**src/rtl/fdc_pkg.sv**
```systemverilog
// fdc_pkg: shared state encodings, status bit positions and defaults for the fdc1772 sector path.
package fdc_pkg;
  typedef enum logic [2:0] {S_IDLE, S_SEARCH, S_WAIT_DATA, S_XFER, S_FINISH} state_t;
  localparam int RNF = 0;
  localparam int LOST = 1;
  localparam int NRDY = 2;
  localparam int INDEX_TIMEOUT_DEF = 5;
endpackage

```
**src/rtl/fdc_edge_det.sv**
```systemverilog
// fdc_edge_det: registered rise/fall detector; pulses appear one cycle after the input edge.
module fdc_edge_det (
  input  logic clk,
  input  logic reset,
  input  logic d,
  output logic rise,
  output logic fall
);
  logic prev;
  always_ff @(posedge clk or posedge reset)
    if (reset) begin
      prev <= 1'b0;
      rise <= 1'b0;
      fall <= 1'b0;
    end else begin
      prev <= d;
      rise <= d & ~prev;
      fall <= ~d & prev;
    end
endmodule

```
**src/rtl/fdc_sector_seq.sv**
```systemverilog
// fdc_sector_seq: locates a requested sector on the virtual drive and paces its bytes as DRQ requests.
module fdc_sector_seq
  import fdc_pkg::*;
#(
  parameter int INDEX_TIMEOUT = INDEX_TIMEOUT_DEF
) (
  input  logic        clk,
  input  logic        reset,
  input  logic        start,
  input  logic        cmd_write,
  input  logic        cmd_multi,
  input  logic [6:0]  cmd_track,
  input  logic [4:0]  cmd_sector,
  input  logic [10:0] sector_len,
  input  logic        sector_base,
  input  logic [4:0]  spt,
  input  logic        abort,
  input  logic        dclk_en,
  input  logic        ready,
  input  logic        index,
  input  logic [6:0]  track,
  input  logic [4:0]  sector,
  input  logic        sector_hdr,
  input  logic        sector_data,
  output logic        drq,
  input  logic        drq_ack,
  output logic [10:0] byte_idx,
  output logic [4:0]  cur_sector,
  output logic        busy,
  output logic        done,
  output logic        rnf,
  output logic        lost_data,
  output logic        not_ready
);
  state_t state;
  logic wr, multi, first;
  logic [6:0] trk;
  logic [2:0] idx_cnt, stat;
  logic idx_rise, idx_fall, hdr_rise, hdr_fall, data_rise, data_fall;
  logic strobe, unused_edges;
  logic [10:0] nidx;
  logic [5:0] nsec, last_sec;
  fdc_edge_det u_idx (.clk(clk), .reset(reset), .d(index), .rise(idx_rise), .fall(idx_fall));
  fdc_edge_det u_hdr (.clk(clk), .reset(reset), .d(sector_hdr), .rise(hdr_rise), .fall(hdr_fall));
  fdc_edge_det u_dat (.clk(clk), .reset(reset), .d(sector_data), .rise(data_rise), .fall(data_fall));
  assign unused_edges = idx_rise ^ hdr_fall;
  assign strobe = (state == S_XFER) && dclk_en && sector_data;
  assign nidx = first ? 11'd0 : byte_idx + 11'd1;
  assign nsec = 6'(cur_sector) + 6'd1;
  assign last_sec = 6'(sector_base) + 6'(spt) - 6'd1;
  assign rnf = stat[RNF];
  assign lost_data = stat[LOST];
  assign not_ready = stat[NRDY];
  always_ff @(posedge clk or posedge reset)
    if (reset) begin
      state <= S_IDLE;
      {drq, busy, done, wr, multi, first} <= '0;
      {trk, idx_cnt, stat, byte_idx, cur_sector} <= '0;
    end else begin
      done <= 1'b0;
      // A strobe re-arms drq even if the CPU acks in the same cycle; only an unacked drq loses data.
      if (strobe) begin
        drq <= 1'b1;
        if (drq && !drq_ack) stat[LOST] <= 1'b1;
      end else if (drq_ack) drq <= 1'b0;
      if (abort && state != S_IDLE && state != S_FINISH) begin
        state <= S_FINISH;
        drq <= 1'b0;
      end else case (state)
        S_IDLE: begin
          busy <= start && !busy;
          if (start && !busy) begin
            {wr, multi, trk, cur_sector} <= {cmd_write, cmd_multi, cmd_track, cmd_sector};
            idx_cnt <= '0;
            stat <= {!ready, 2'b00};
            state <= ready ? S_SEARCH : S_FINISH;
          end
        end
        S_SEARCH:
          if (idx_fall) begin
            idx_cnt <= (idx_cnt == 3'd7) ? idx_cnt : idx_cnt + 3'd1;
            if (idx_cnt == 3'(INDEX_TIMEOUT - 1)) begin
              stat[RNF] <= 1'b1;
              state <= S_FINISH;
            end
          end else if (hdr_rise && sector == cur_sector && track == trk) begin
            state <= S_WAIT_DATA;
            if (wr) drq <= 1'b1;
          end
        S_WAIT_DATA:
          if (data_rise) begin
            if (wr && drq) begin
              stat[LOST] <= 1'b1;
              drq <= 1'b0;
              state <= S_FINISH;
            end else begin
              byte_idx <= '0;
              first <= 1'b1;
              state <= S_XFER;
            end
          end
        S_XFER:
          if (strobe) begin
            byte_idx <= nidx;
            first <= 1'b0;
            if (nidx == sector_len - 11'd1) begin
              if (multi) begin
                cur_sector <= nsec[4:0];
                idx_cnt <= '0;
                stat[RNF] <= nsec > last_sec;
                state <= (nsec > last_sec) ? S_FINISH : S_SEARCH;
              end else state <= S_FINISH;
            end
          end else if (data_fall) begin
            stat[LOST] <= 1'b1;
            state <= S_FINISH;
          end
        S_FINISH: begin
          done <= 1'b1;
          state <= S_IDLE;
        end
        default: state <= S_IDLE;
      endcase
    end
endmodule

```
**config.mk**
```make
export PLATFORM = sky130hd
export DESIGN_NAME = fdc_sector_seq
export DESIGN_NICKNAME = d
export VERILOG_FILES = /design/src/rtl/fdc_pkg.sv /design/src/rtl/fdc_edge_det.sv /design/src/rtl/fdc_sector_seq.sv
export SDC_FILE = /design/constraint.sdc
export NUM_CORES = 1
export LEC_CHECK = 0
export ABC_AREA = 1
export ABC_CLOCK_PERIOD_IN_PS = 1900
export CAP_MARGIN = 20
export CORE_MARGIN = 5
export CORE_UTILIZATION = 30
export CTS_BUF_LIST = sky130_fd_sc_hd__clkbuf_16
export DETAILED_ROUTE_END_ITERATION = 12
export PLACE_DENSITY = 0.52
export SLEW_MARGIN = 20
export SYNTH_ARGS = -nofsm -noshare
export SYNTH_HDL_FRONTEND = slang
export SYNTH_HIERARCHICAL = 1
export SYNTH_SLANG_ARGS = --single-unit
```
**constraint.sdc**
```tcl
create_clock -name clk -period 1.9 [get_ports clk]
set_clock_uncertainty 0.1 [all_clocks]
set_input_delay 0.38 -clock clk [delete_from_list [all_inputs] [get_ports clk]]
set_output_delay 0.38 -clock clk [all_outputs]
set_load 0.02 [all_outputs]
```
==> results of run 1 <==
## stage by stage
| stage | TNS [ps] | util, % | total power, uW | worst slack [ps] | hold slack, ps |
|---|---|---|---|---|---|
| floorplan | -896.4 | - | 2806 | -239.1 | 21.18 |
| global placement | -11360 | 45.57 | 3984 | -979.8 | 282.5 |
| detailed placement | -11540 | 45.57 | 4028 | -1064 | 290.8 |
| CTS | -3688 | 48.82 | 5214 | -369.9 | 290.9 |
| global route | -6228 | 50.89 | 5748 | -505.7 | 317.9 |
| finish | -3438 | 50.89 | 5323 | -336.8 | 292.4 |
## where the power goes
| part | internal, uW | switching [uW] | total (uW) |
|---|---|---|---|
| Combinational | 1360 | 1530 | 2890 |
| Sequential | 1220 | 231 | 1450 |
| Clock | 612 | 372 | 984 |
## flip-flops by register name, indices dropped and copies added (netlist names), 3 cells and up
register and cells:
byte_idx 11, cur_sector 5, idx_cnt 3, stat 3, state 3, trk 7
## worst max-delay path: stages (launching register included)
cell and delay, ps:
dfrtp_2 440, ha_4 190, nand2_4 90, inv_1 40, nand2_1 50, nand3_1 90, nand2_1 70, nand2_1 50
nor2_1 110, nand3_1 90, nor2_2 160, nand4_1 180, nand2_4 170, buf_6 120, nand4_1 110, nand2_1 110
## final cells by class
cell class | count | area, um2 | area share (%)
Timing Repair inverter | 1 | 6.256 | 0.1134
Sequential cell | 45 | 1134 | 20.55
Multi-Input combinational cell | 360 | 2167 | 39.28
Timing Repair Buffer | 181 | 1556 | 28.21
Clock inverter | 3 | 37.54 | 0.6804
Inverter | 77 | 315.3 | 5.716
Tap cell | 140 | 175.2 | 3.175
Clock buffer | 5 | 125.1 | 2.268
## routing by layer
layer  vias up  part of all wire, %  global-route usage (%)
met5         -                    0                       0
met1      1740                   45                   22.32
met3         4                  6.1                   2.895
met4         0                 0.61                   2.895
met2        89                   48                   25.31
li1       1916                    -                       -
## worst max path at each step
stage / from / endpoint / cells past startpoint
after floorplan: spt[0] / state[2] / 13
after global placement: spt[0] / state[2] / 14
after detailed placement: spt[0] / state[2] / 14
after CTS: byte_idx[0] / cur_sector[2] / 14
after global routing: byte_idx[0] / cur_sector[2] / 14
final: byte_idx[1] / cur_sector[2] / 15
## cells in the final DEF, fill, tap and decap left out, types with 6 or more instances in the layout
cell	count
a21oi_1	10
buf_4	102
clkdlybuf4s50_1	48
dfrtp_1	39
dfrtp_2	6
dlygate4sd2_1	16
dlymetal6s2s_1	6
ha_1	8
inv_1	69
nand2_1	149
nand2_2	13
nand3_1	28
nand3_2	9
nand4_1	15
nor2_1	30
nor2_2	13
nor2_4	8
o21ai_0	11
o22ai_2	8
xor2_1	10
## timing repair
item,4_1_cts,5_1_grt
gates cloned,0,1
resized for setup,67,41
setup endpoints to repair,21,29
pin swaps,34,22
setup buffers,8,10
==> flow_summary.json, run 1 <==
{
  "status": "complete, but fails checks",
  "violations": "negative setup slack",
  "row_count": 38,
  "finalWorstSetupSlack_ps": -336.8,
  "r2r-start": "byte_idx[1]",
  "io_buffers": 74,
  "drt_iter0_drc": 149,
  "clk_latency_ps": 280,
  "worst_slew_pin_slew_ps": 431.0,
  "htree_levels": 2,
  "hold_violations": 0,
  "cts_tree": "yes",
  "routedWlPerCell_um": 12.83,
  "clock.fmax_mhz": 447.1,
  "grt_start_max_net_pins": 28,
  "netlist_instances": 489,
  "stdcell_area_um2": 5517,
  "nets": 738,
  "dp.final_hpwl_um": 8171,
  "drive_above_1_share_pct": 30.95,
  "dp_cells": 785,
  "core_um2": 10840,
  "wl_um": 10420,
  "cp_max_fo": 6,
  "vias": 3749,
  "cp.required_ps": 2020,
  "ys_warn_count": 6,
  "cap_viol_max_count": 0,
  "fin_crit_sh_pct": 117.7,
  "drtPass1Iterations": 4,
  "cts_buffers": 5,
  "area_growth_pct": 66.06,
  "initial_core_util_pct": 30.64,
  "io_pins": 75,
  "track_usage_pct": 15.74,
  "syn_area_um2": 3322,
  "hold_buffers": 0,
  "peakVddDrop_mv": 0.5556,
  "gp_congestion": 0.8899,
  "clk_pin_slew_worst_paths_ps": 70,
  "root_buffer": "clkbuf_16",
  "p_leak_uw": 0.002833,
  "stdcell_count": 812,
  "power_density_nw_per_um2": 964.9,
  "path_class": "flip-flop to flip-flop",
  "first_global_vias": 3578,
  "die_w_um": 115.2,
  "synth_nets": 556,
  "finalMaxSlewViolations": 0,
  "route.detailed.drc": 0,
  "dieArea_um2": 13280,
  "chipHeight_um": 115.2,
  "dpl-instance-area_um2": 4940,
  "worstPathArrival_ps": 2350,
  "rr_endpoint": "cur_sector[2]",
  "hp-class": "input port to asynchronous set/reset pin",
  "antenna_cells": 0,
  "setup.reg_to_reg.worst_slack_ps": -340,
  "startpoint_type": "flip-flop",
  "grt_pass1_wl_um": 17030,
  "antenna_found_initial": 0,
  "finalSetupViolations": 13,
  "cp-end-kind": "flip-flop",
  "cts_num_sinks": 45,
  "ant_nets": 0,
  "worst_r2r_path_depth": 15,
  "cts_buffer_depth": 2,
  "fin_crit_ps": 2237,
  "grt-ovfl-total": 0,
  "viasPerCell": 4.617,
  "avgSynthCellArea_um2": 6.793,
  "slew_headroom_pct": 71.09,
  "fillerInstances": 1095,
  "rsz0062_at_grt": "yes"
}
Power figures use the tool's default switching activity.
==> run 2: changes to the inputs <==
--- a/config.mk
+++ b/config.mk
@@ -9,12 +9,14 @@
 export ABC_CLOCK_PERIOD_IN_PS = 1900
 export CAP_MARGIN = 20
 export CORE_MARGIN = 5
-export CORE_UTILIZATION = 30
+export CORE_UTILIZATION = 46
 export CTS_BUF_LIST = sky130_fd_sc_hd__clkbuf_16
 export DETAILED_ROUTE_END_ITERATION = 12
-export PLACE_DENSITY = 0.52
+export MAX_ROUTING_LAYER = met4
+export PLACE_DENSITY = 0.75
 export SLEW_MARGIN = 20
 export SYNTH_ARGS = -nofsm -noshare
 export SYNTH_HDL_FRONTEND = slang
 export SYNTH_HIERARCHICAL = 1
 export SYNTH_SLANG_ARGS = --single-unit
+export TNS_END_PERCENT = 30
==> flow_summary.json, run 2 (synthesis results as in run 1) <==
{
  "largest_register_ffs": 11,
  "initial_core_util_pct": 46.55,
  "route.detailed.drc": 0,
  "drt_iter0_drc": 280,
  "finalMaxSlewViolations": 0,
  "layout_commonest_cell": "nand2_1",
  "worstPathArrival_ps": 2330,
  "die_w_um": 94.98,
  "place_ws_ps": -1097,
  "power_uw": 5377,
  "clock.fmax_mhz": 443.6,
  "dieArea_um2": 9021,
  "ant_nets": 0,
  "gp_congestion": 0.9479,
  "path_class": "flip-flop to flip-flop",
  "rsz0062_at_grt": "yes",
  "final_util_pct": 74.81,
  "wl_um": 11140,
  "hold_buffers": 0,
  "worst_slew_pin_slew_ps": 491.1,
  "nets": 721,
  "crit_slowest_cell": "dfrtp_2",
  "routedWlPerCell_um": 14.77,
  "hold_violations": 0,
  "cts_buffer_depth": 2,
  "status": "complete, but fails checks",
  "setup.reg_to_reg.worst_slack_ps": -350,
  "peakVddDrop_mv": 0.6132,
  "power_density_nw_per_um2": 1007,
  "io_buffers": 74,
  "regMostFlops": "byte_idx",
  "io_pins": 75,
  "fin_crit_ps": 2254,
  "area_growth_pct": 60.72,
  "finalSetupViolations": 13,
  "clk_pin_slew_worst_paths_ps": 60,
  "hp-class": "input port to asynchronous set/reset pin",
  "grt_pass1_wl_um": 17390,
  "critical_path.max_stage_delay_ps": 390,
  "cp_max_fo": 7,
  "cts_buffers": 5,
  "clk_latency_ps": 290,
  "viasPerCell": 5.221,
  "drtPass1Iterations": 7,
  "startpoint_type": "flip-flop",
  "chipHeight_um": 94.98,
  "antenna_found_initial": 0,
  "slew_headroom_pct": 67.07,
  "grt_start_max_net_pins": 21,
  "p_leak_uw": 0.002695,
  "dpl-instance-area_um2": 4762,
  "fin_crit_sh_pct": 118.6,
  "crit_chain": "buf_6, nand2_2, nor2_4, nand2_1, nand3_2, xor2_1, nand3_1, nor2_2, nand4_1, nand2_4, nand3_4, nand2_2, nand2_2",
  "first_global_vias": 3851,
  "cts_num_sinks": 45,
  "hold_ws_ps": 286.5,
  "antenna_cells": 0,
  "grt-ovfl-total": 0,
  "cp.required_ps": 1970,
  "layout_common_cells": "nand2_1 (145), buf_4 (84), inv_1 (71), clkdlybuf4s50_1 (51), dfrtp_1 (40)",
  "htree_levels": 2,
  "core_um2": 7137,
  "dp.final_hpwl_um": 7835,
  "violations": "negative setup slack",
  "crit_top_cell": "nand2_2",
  "stdcell_area_um2": 5339,
  "finalWorstSetupSlack_ps": -354.0,
  "vias": 3937,
  "drive_above_1_share_pct": 29.77,
  "cts_tree": "yes",
  "cp-end-kind": "flip-flop",
  "cap_viol_max_count": 0,
  "root_buffer": "clkbuf_16",
  "track_usage_pct": 25.09,
  "row_count": 31
}
run 2: cell types whose count changed in the layout (fill, tap and decap cells not counted), moves of 3 or more:
cell / change
nand2_2: +5
dlymetal6s2s_1: -3
nor2_2: +6
o22ai_1: +5
o21ai_0: +3
o22ai_2: -5
clkdlybuf4s50_1: +3
buf_6: +4
nor2_1: -4
buf_4: -18
nand2_1: -4
run 2: report_power, final:
group | leakage (uW) | switching [uW] | internal, uW
Clock | 0.0000776 | 339 | 473
Sequential | 0.000575 | 250 | 1220
Combinational | 0.00204 | 1690 | 1400
run 2: what timing repair did:
action                                  CTS  global route
cloned                                    0             0
endpoints found under the setup margin   16            37
pin swaps                                38            34
resized for setup                        68            50
buffers inserted                         10             5
endpoints found under the hold margin     0             0
run 2: area by class of cell:
| class | instances | area, um2 |
|---|---|---|
| Multi-Input combinational cell | 360 | 2186 |
| Inverter | 77 | 312.8 |
| Timing Repair Buffer | 165 | 1448 |
| Sequential cell | 45 | 1132 |
| Clock buffer | 5 | 125.1 |
| Fill cell | 505 | 1798 |
| Tap cell | 99 | 123.9 |
| Clock inverter | 3 | 11.26 |
run 2: worst paths after layout:
| path | from | cells after the start | endpoint |
|---|---|---|---|
| min in group clk | u_hdr/prev | 1 | u_hdr/rise |
| max reg2reg | byte_idx[1] | 13 | cur_sector[1] |
| max in group asynchronous | reset | 3 | cur_sector[0] |
| min | reset | 2 | u_idx/prev |
| max | byte_idx[1] | 13 | cur_sector[1] |
| min reg2reg | u_hdr/prev | 1 | u_hdr/rise |
run 2: per-stage QoR:
step                      setup TNS (ps)  std cells
after floorplan                    -1488        489
after detailed placement          -11610        731
after global routing               -5467        754
after global placement            -10340        731
final                              -3592        754
after CTS                          -3359        749
run 2: critical path, delay by kind of cell, from the launching register on:
kind | cells | cell delay (ps)
xor+xnor | 1 | 170
buf+inv | 1 | 120
flops | 1 | 390
simple gates | 11 | 1350
run 2: routing by layer:
metal | track usage, % | vias to the layer above | share of wire, %
met5 | - | - | 0
met1 | 31.16 | 1834 | 41
met4 | 9.014 | 0 | 3.1
met3 | 3.586 | 39 | 5.0
met2 | 41.63 | 178 | 51
li1 | - | 1886 | -
==> run 3: changes to the inputs <==
--- a/config.mk
+++ b/config.mk
@@ -14,7 +14,6 @@
 export DETAILED_ROUTE_END_ITERATION = 12
 export MAX_ROUTING_LAYER = met4
 export PLACE_DENSITY = 0.75
-export SLEW_MARGIN = 20
 export SYNTH_ARGS = -nofsm -noshare
 export SYNTH_HDL_FRONTEND = slang
 export SYNTH_HIERARCHICAL = 1
==> results of run 3 <==
Same layout as run 2: the final DEF is identical, and so are final timing and power.
